==> src/rtl/usb_line_state_monitor_pkg.sv <==
// Shared definitions for the USB line-state monitor: line-state codes,
// controller state enum and counter-sizing helpers.
package usb_line_pkg;

  // Line-state code is {D-, D+}, so J (P=1,N=0) is 1 and K is 2.
  localparam logic [1:0] LS_SE0 = 2'd0;
  localparam logic [1:0] LS_J   = 2'd1;
  localparam logic [1:0] LS_K   = 2'd2;
  localparam logic [1:0] LS_SE1 = 2'd3;

  typedef enum logic [1:0] {
    ST_POR       = 2'd0,
    ST_ACTIVE    = 2'd1,
    ST_BUS_RESET = 2'd2,
    ST_SUSPEND   = 2'd3
  } lsm_state_e;

  function automatic int max_int(input int a, input int b);
    return (a > b) ? a : b;
  endfunction

  function automatic int cnt_width(input int max_val);
    return (max_val < 1) ? 1 : $clog2(max_val + 1);
  endfunction

endpackage

==> src/rtl/usb_line_state_monitor_sync.sv <==
// Receive-path conditioning: tx masking, two-flop synchroniser and a
// three-sample agreement filter that drives the registered line state.
module usb_line_sync
  import usb_line_pkg::*;
(
  input  logic       clk_48mhz,
  input  logic       reset,
  input  logic       usb_p_rx_i,
  input  logic       usb_n_rx_i,
  input  logic       usb_tx_en_i,
  output logic [1:0] line_state_o
);

  logic [1:0] raw;
  logic [1:0] s1_q, s2_q, d1_q, d2_q, ls_q;

  // Our own transmission echoes on the receive pads; present it as idle.
  assign raw = usb_tx_en_i ? LS_J : {usb_n_rx_i, usb_p_rx_i};

  always_ff @(posedge clk_48mhz) begin
    if (reset) begin
      s1_q <= LS_J;
      s2_q <= LS_J;
      d1_q <= LS_J;
      d2_q <= LS_J;
      ls_q <= LS_J;
    end else begin
      s1_q <= raw;
      s2_q <= s1_q;
      d1_q <= s2_q;
      d2_q <= d1_q;
      if ((s2_q == d1_q) && (d1_q == d2_q)) ls_q <= s2_q;
    end
  end

  assign line_state_o = ls_q;

endmodule

==> src/rtl/usb_line_state_monitor.sv <==
// USB line-state monitor: classifies the filtered bus state and sequences
// power-on reset, bus reset, suspend and resume for the bootloader core.
//
// state     | meaning
// ----------+---------------------------------------------------------
// POR       | power-on hold, usb_reset high, line activity ignored
// ACTIVE    | normal operation, watching for long SE0 or long idle J
// BUS_RESET | SE0 qualified, usb_reset high until hold time after SE0
// SUSPEND   | idle J qualified, waiting for K (resume) or SE0 (reset)
module usb_line_state_monitor
  import usb_line_pkg::*;
#(
  parameter int POR_CYCLES        = 4096,
  parameter int SE0_RESET_CYCLES  = 120,
  parameter int RESET_HOLD_CYCLES = 480,
  parameter int SUSPEND_CYCLES    = 144000
) (
  input  logic       clk_48mhz,
  input  logic       reset,
  input  logic       usb_p_rx,
  input  logic       usb_n_rx,
  input  logic       usb_tx_en,
  output logic [1:0] line_state,
  output logic       usb_reset,
  output logic       suspended,
  output logic       resume_detect,
  output logic [7:0] bus_reset_count
);

  localparam int DET_W = cnt_width(max_int(SE0_RESET_CYCLES, SUSPEND_CYCLES));
  localparam int TMR_W = cnt_width(max_int(POR_CYCLES, RESET_HOLD_CYCLES));

  localparam logic [DET_W-1:0] SE0_TC  = DET_W'(SE0_RESET_CYCLES - 1);
  localparam logic [DET_W-1:0] IDLE_TC = DET_W'(SUSPEND_CYCLES - 1);
  localparam logic [DET_W-1:0] DET_MAX = '1;
  localparam logic [TMR_W-1:0] POR_TC  = TMR_W'(POR_CYCLES - 1);
  localparam logic [TMR_W-1:0] HOLD_TC = TMR_W'(RESET_HOLD_CYCLES - 1);

  logic [1:0]       ls;
  logic [DET_W-1:0] se0_cnt_q, se0_cnt_d;
  logic [DET_W-1:0] idle_cnt_q, idle_cnt_d;
  logic [TMR_W-1:0] timer_q;
  lsm_state_e       state_q;
  logic             usb_reset_q, suspended_q, resume_q;
  logic [7:0]       brc_q;
  logic             se0_hit, idle_hit;

  usb_line_sync u_sync (
    .clk_48mhz   (clk_48mhz),
    .reset       (reset),
    .usb_p_rx_i  (usb_p_rx),
    .usb_n_rx_i  (usb_n_rx),
    .usb_tx_en_i (usb_tx_en),
    .line_state_o(ls)
  );

  always_comb begin
    se0_cnt_d  = '0;
    idle_cnt_d = '0;
    if (ls == LS_SE0)
      se0_cnt_d = (se0_cnt_q == DET_MAX) ? se0_cnt_q : se0_cnt_q + DET_W'(1);
    if ((ls == LS_J) && !usb_tx_en)
      idle_cnt_d = (idle_cnt_q == DET_MAX) ? idle_cnt_q : idle_cnt_q + DET_W'(1);
  end

  // >= rather than == so a run that started during POR still qualifies.
  assign se0_hit  = (ls == LS_SE0) && (se0_cnt_q >= SE0_TC);
  assign idle_hit = (ls == LS_J) && !usb_tx_en && (idle_cnt_q >= IDLE_TC);

  always_ff @(posedge clk_48mhz) begin
    if (reset) begin
      se0_cnt_q  <= '0;
      idle_cnt_q <= '0;
    end else begin
      se0_cnt_q  <= se0_cnt_d;
      idle_cnt_q <= idle_cnt_d;
    end
  end

  always_ff @(posedge clk_48mhz) begin
    if (reset) begin
      state_q     <= ST_POR;
      timer_q     <= POR_TC;
      usb_reset_q <= 1'b1;
      suspended_q <= 1'b0;
      resume_q    <= 1'b0;
      brc_q       <= 8'd0;
    end else begin
      resume_q <= 1'b0;
      case (state_q)
        ST_POR: begin
          if (timer_q == '0) begin
            state_q     <= ST_ACTIVE;
            usb_reset_q <= 1'b0;
          end else begin
            timer_q <= timer_q - TMR_W'(1);
          end
        end
        ST_ACTIVE: begin
          if (se0_hit) begin
            state_q     <= ST_BUS_RESET;
            usb_reset_q <= 1'b1;
            timer_q     <= HOLD_TC;
            brc_q       <= brc_q + 8'd1;
          end else if (idle_hit) begin
            state_q     <= ST_SUSPEND;
            suspended_q <= 1'b1;
          end
        end
        ST_BUS_RESET: begin
          // Hold time counts down only once SE0 has gone; SE0 reloads it.
          if (ls == LS_SE0) begin
            timer_q <= HOLD_TC;
          end else if (timer_q == '0) begin
            state_q     <= ST_ACTIVE;
            usb_reset_q <= 1'b0;
          end else begin
            timer_q <= timer_q - TMR_W'(1);
          end
        end
        ST_SUSPEND: begin
          if (ls == LS_K) begin
            state_q     <= ST_ACTIVE;
            suspended_q <= 1'b0;
            resume_q    <= 1'b1;
          end else if (se0_hit) begin
            state_q     <= ST_BUS_RESET;
            suspended_q <= 1'b0;
            usb_reset_q <= 1'b1;
            timer_q     <= HOLD_TC;
            brc_q       <= brc_q + 8'd1;
          end
        end
        default: begin
          state_q     <= ST_POR;
          timer_q     <= POR_TC;
          usb_reset_q <= 1'b1;
          suspended_q <= 1'b0;
        end
      endcase
    end
  end

  assign line_state      = ls;
  assign usb_reset       = usb_reset_q;
  assign suspended       = suspended_q;
  assign resume_detect   = resume_q;
  assign bus_reset_count = brc_q;

endmodule

==> config.mk <==
export PLATFORM = sky130hd
export DESIGN_NAME = usb_line_state_monitor
export DESIGN_NICKNAME = d
export VERILOG_FILES = /design/src/rtl/usb_line_state_monitor_pkg.sv /design/src/rtl/usb_line_state_monitor_sync.sv /design/src/rtl/usb_line_state_monitor.sv
export SDC_FILE = /design/constraint.sdc
export NUM_CORES = 1
export LEC_CHECK = 0
export ABC_AREA = 1
export BUFFER_PORTS_ARGS = -buffer_cell sky130_fd_sc_hd__clkbuf_2
export CORE_ASPECT_RATIO = 1.4
export CORE_UTILIZATION = 55
export DETAILED_ROUTE_END_ITERATION = 8
export PLACE_DENSITY = 0.78
export REMOVE_ABC_BUFFERS = 1
export SYNTH_ARGS = -nofsm -noshare
export SYNTH_HDL_FRONTEND = slang
export SYNTH_SLANG_ARGS = --single-unit
==> constraint.sdc <==
create_clock -name clk_48mhz -period 4.04 [get_ports clk_48mhz]
set_input_delay 0.404 -clock clk_48mhz [delete_from_list [all_inputs] [get_ports clk_48mhz]]
set_output_delay 0.404 -clock clk_48mhz [all_outputs]
set_load 0.1 [all_outputs]
==> results.md <==
- DRT iter0 DRCs: about 120
- Die Area: 7054 µm²
- Reg clk slew, reported paths: 90 ps
- Peak supply drop: ~0.23 mV
- Cell variety after synth: 36
- Placement Cell Area: 3842 µm²
- Sequential cell area: about 1400 µm²
- Worst Tran Pin Value: 598.1 ps
- Initial antenna violation count: 0
- Syn-to-layout area delta: 9.008%
- Worst EP required: 4320 ps
- Seq/Total Area, Yosys: 0.3901
- Post-route minimum period: ~2200 ps
- Ys async rst share: 0
- Initial Utilization: 0.5663
- Post-route ant nets: 0
- Worst stage delay on the critical path: 390 ps
- Largest net degree at the start of global routing: 17
- Total chip power: 0.001495 W
- # port buffers: 17
- Final hold violations: 0
- Post CTS Setup Buffer Count: 0
- Post-Syn Instances: 542
- ANT cells: 0
- Share of cells above drive strength 1: 0.08963
- Most common cell in the netlist: nand2_1
- Kind of end point of the critical path: flop
- Drt wl/cell: 12.08 µm
- CTS Buffer Depth: 2
- Worst r2r dst: idle_cnt_q[0]$_SDFFE_PP0P_
- Yosys top cell by area: dfxtp_1
- Pwr Density: 371.1 nW/µm²
- Crit Path Max Fanout: 12
- CTS tree: yes
- Root Driver: clkbuf_8
- Gr usage total: 0.2365
- GPL Wtd Cong: roughly 0.9
- Die width: 71.27 µm
- Synthesized area per cell: 6.817 µm²
- Leak: 1.662 nW
- CTS buffer count: 9
- Top cells by area, synth: dfxtp_1 (39%), nand2_1 (12%), nor2_1 (8.5%), inv_1 (7.4%), nand3_1 (6.0%)
- GRT overflow: 0
- Synth warnings: 0
- Max Clk Rate: 0.4602 GHz
- Max Slew Vio Count: 0
- Post-DP HPWL: 5771 µm
- Share of the synthesized area in the top cell type: 0.3901
- First-pass GRT wire length: 13220 µm
- CP dominant cell by count: nand2_1
- Hold WC Path Type: input port to flop
- CP Capture Point: idle_cnt_q[0]$_SDFFE_PP0P_
- Post-synth EDFFs: 0
- Reg-to-reg startpoint: idle_cnt_q[1]$_SDFFE_PP0P_
- Crit-path slowest cell: dfxtp_1
- Cell row count: 35
- # fillers: 623
- DR vias/cell: 5.303
- FF-to-FF setup slack: 1870 ps
- WL final: slightly below 8000 µm
- Vias in the first global route: around 3200
- Cell Chain, Critical Path: ha_1 -> nand2_1 -> nor2_1 -> nand2_1 -> nor2_1 -> nand3_1 -> clkinv_1 -> nand2_1 -> a21oi_1
- Final instance area: 4028 µm²
- Outcome: complete, no violations
- Synth Cell Area: 3695 µm²
- Crit path arrival time: 2450 ps
- Layout Nets: 574
- CP startpoint: idle_cnt_q[1]$_SDFFE_PP0P_
- Die Y: just under 100 µm
- RSZ-0062 raised after global routing: no
- Drt first pass iters: 5
- #FFs+latches synth: a little over 70
- Startpoint Class: flop
- Reg2reg path depth: 9
- Top FF cell, synth: dfxtp_1
- Post-layout util: 0.6173
- Max_cap viols: 0
- CTS resizes: 0
- Final setup fails: 0
- Worst skew pair latency: 370 ps
- Number of buffers inserted by hold repair at cts: 0
- Final worst-path cycle share: 0.5379
- Setup Skew: 16.92 ps
- Vias: 3410
- Core box area: 6525 µm²
- Setup CP Type: flop to flop
- Multi-input logic area: a little under 2000 µm²
- Hold slack: 220.0 ps
- Most frequent cells after synthesis: nand2_1 (119), nor2_1 (84), inv_1 (73), dfxtp_1 (72), nand3_1 (44)
- Residual DRC count: 0
- Htree depth: 3
- Number of I/O pins: 18
- Clock sink count: 72
- Setup TNS: 0 ps
- Slew headroom: 0.6013
[layout make-up]
type	instances	share of cell area
multi-input cells	387	0.4803
flip-flops and latches	72	0.3579
inverters	77	0.07176
clock buffers	9	0.03075
well taps	74	0.02299
repair buffers	17	0.02112
clock inverters	7	0.01522
[layer usage]
| layer | wire length [µm] | global-route usage | share of wire | up-vias |
|---|---|---|---|---|
| li1 | - | - | - | 1777 |
| met1 | 3382 | 0.2440 | 0.44 | 1568 |
| met2 | 3987 | 0.4308 | 0.51 | 49 |
| met3 | 219 | 0.05726 | 0.028 | 16 |
| met4 | 179 | 0.1292 | 0.023 | 0 |
| met5 | 0 | 0 | 0 | - |
[metrics by stage]
stage / worst slack (ps) / instances
floorplan: 1815 / 536
global placement: 2012 / 627
detailed placement: 1911 / 627
CTS: 1882 / 643
global route: 1608 / 643
finish: 1867 / 643
[power breakdown]
group | switching, W | leakage [nW] | internal [W] | total (W)
combinational | 0.000113 | 0.991 | 0.0000569 | 0.000170
clock | 0.000316 | 0.0888 | 0.000234 | 0.000551
sequential | 0.0000302 | 0.583 | 0.000744 | 0.000775
total | 0.000459 | 1.66 | 0.00104 | 0.00149
[flip-flops by register name (all words and copies together), names as in the netlist]
name	cells
bus_reset_count	8
idle_cnt_q	18
resume_detect	1
se0_cnt_q	18
state_q	2
suspended	1
timer_q	13
u_sync.d1_q	2
u_sync.d2_q	2
u_sync.line_state_o	2
u_sync.s1_q	2
u_sync.s2_q	2
usb_reset	1
[cell families (layout without fill, tap and decap cells)]
| group | count (synthesis) | after routing | synth area share |
|---|---|---|---|
| AOI/OAI and AO/OA | 61 | 61 | 0.09245 |
| xor gates and xnor gates | 24 | 24 | 0.05689 |
| adders and majority gates | 5 | 5 | 0.01693 |
| buffers and inverters | 83 | 110 | 0.08635 |
| DFF | 72 | 72 | 0.3901 |
| and+or+nand+nor | 297 | 297 | 0.3573 |
[worst min path at each step]
stage,from,endpoint,slack [ps],cells past startpoint
after floorplan,u_sync.s1_q[1]$_SDFF_PP0_,u_sync.s2_q[1]$_SDFF_PP0_,390,2
after global placement,u_sync.s1_q[1]$_SDFF_PP0_,u_sync.s2_q[1]$_SDFF_PP0_,390,2
after detailed placement,u_sync.s1_q[1]$_SDFF_PP0_,u_sync.s2_q[1]$_SDFF_PP0_,410,2
after CTS,usb_p_rx,u_sync.s1_q[0]$_SDFF_PP1_,210,2
after global routing,usb_p_rx,u_sync.s1_q[0]$_SDFF_PP1_,200,2
final,usb_p_rx,u_sync.s1_q[0]$_SDFF_PP1_,220,2
[cell usage in the layout, fill, tap and decap left out, types with 2 or more instances in the layout]
master / n
nand2_1: 119
nor2_1: 84
inv_1: 73
dfxtp_1: 72
nand3_1: 44
a21oi_1: 24
o21ai_0: 19
clkbuf_2: 17
nor3_1: 14
xnor2_1: 12
xor2_1: 12
a31oi_1: 9
clkbuf_8: 9
nand4_1: 8
or2_2: 7
o211ai_1: 5
nor4_1: 5
ha_1: 5
nor3b_1: 4
inv_2: 3
inv_6: 3
nand3b_1: 2
nor3_4: 2
clkinvlp_4: 2
[worst max-delay path, delay by kind of cell (launching register included)]
kind,cells,cell delay (ps)
AOI/OAI and AO/OA,1,120
and+or+nand+nor,6,1030
DFF,1,390
buffers and inverters,1,310
adders and majority gates,1,220
Note: power is estimated with default switching activity, not from simulation.
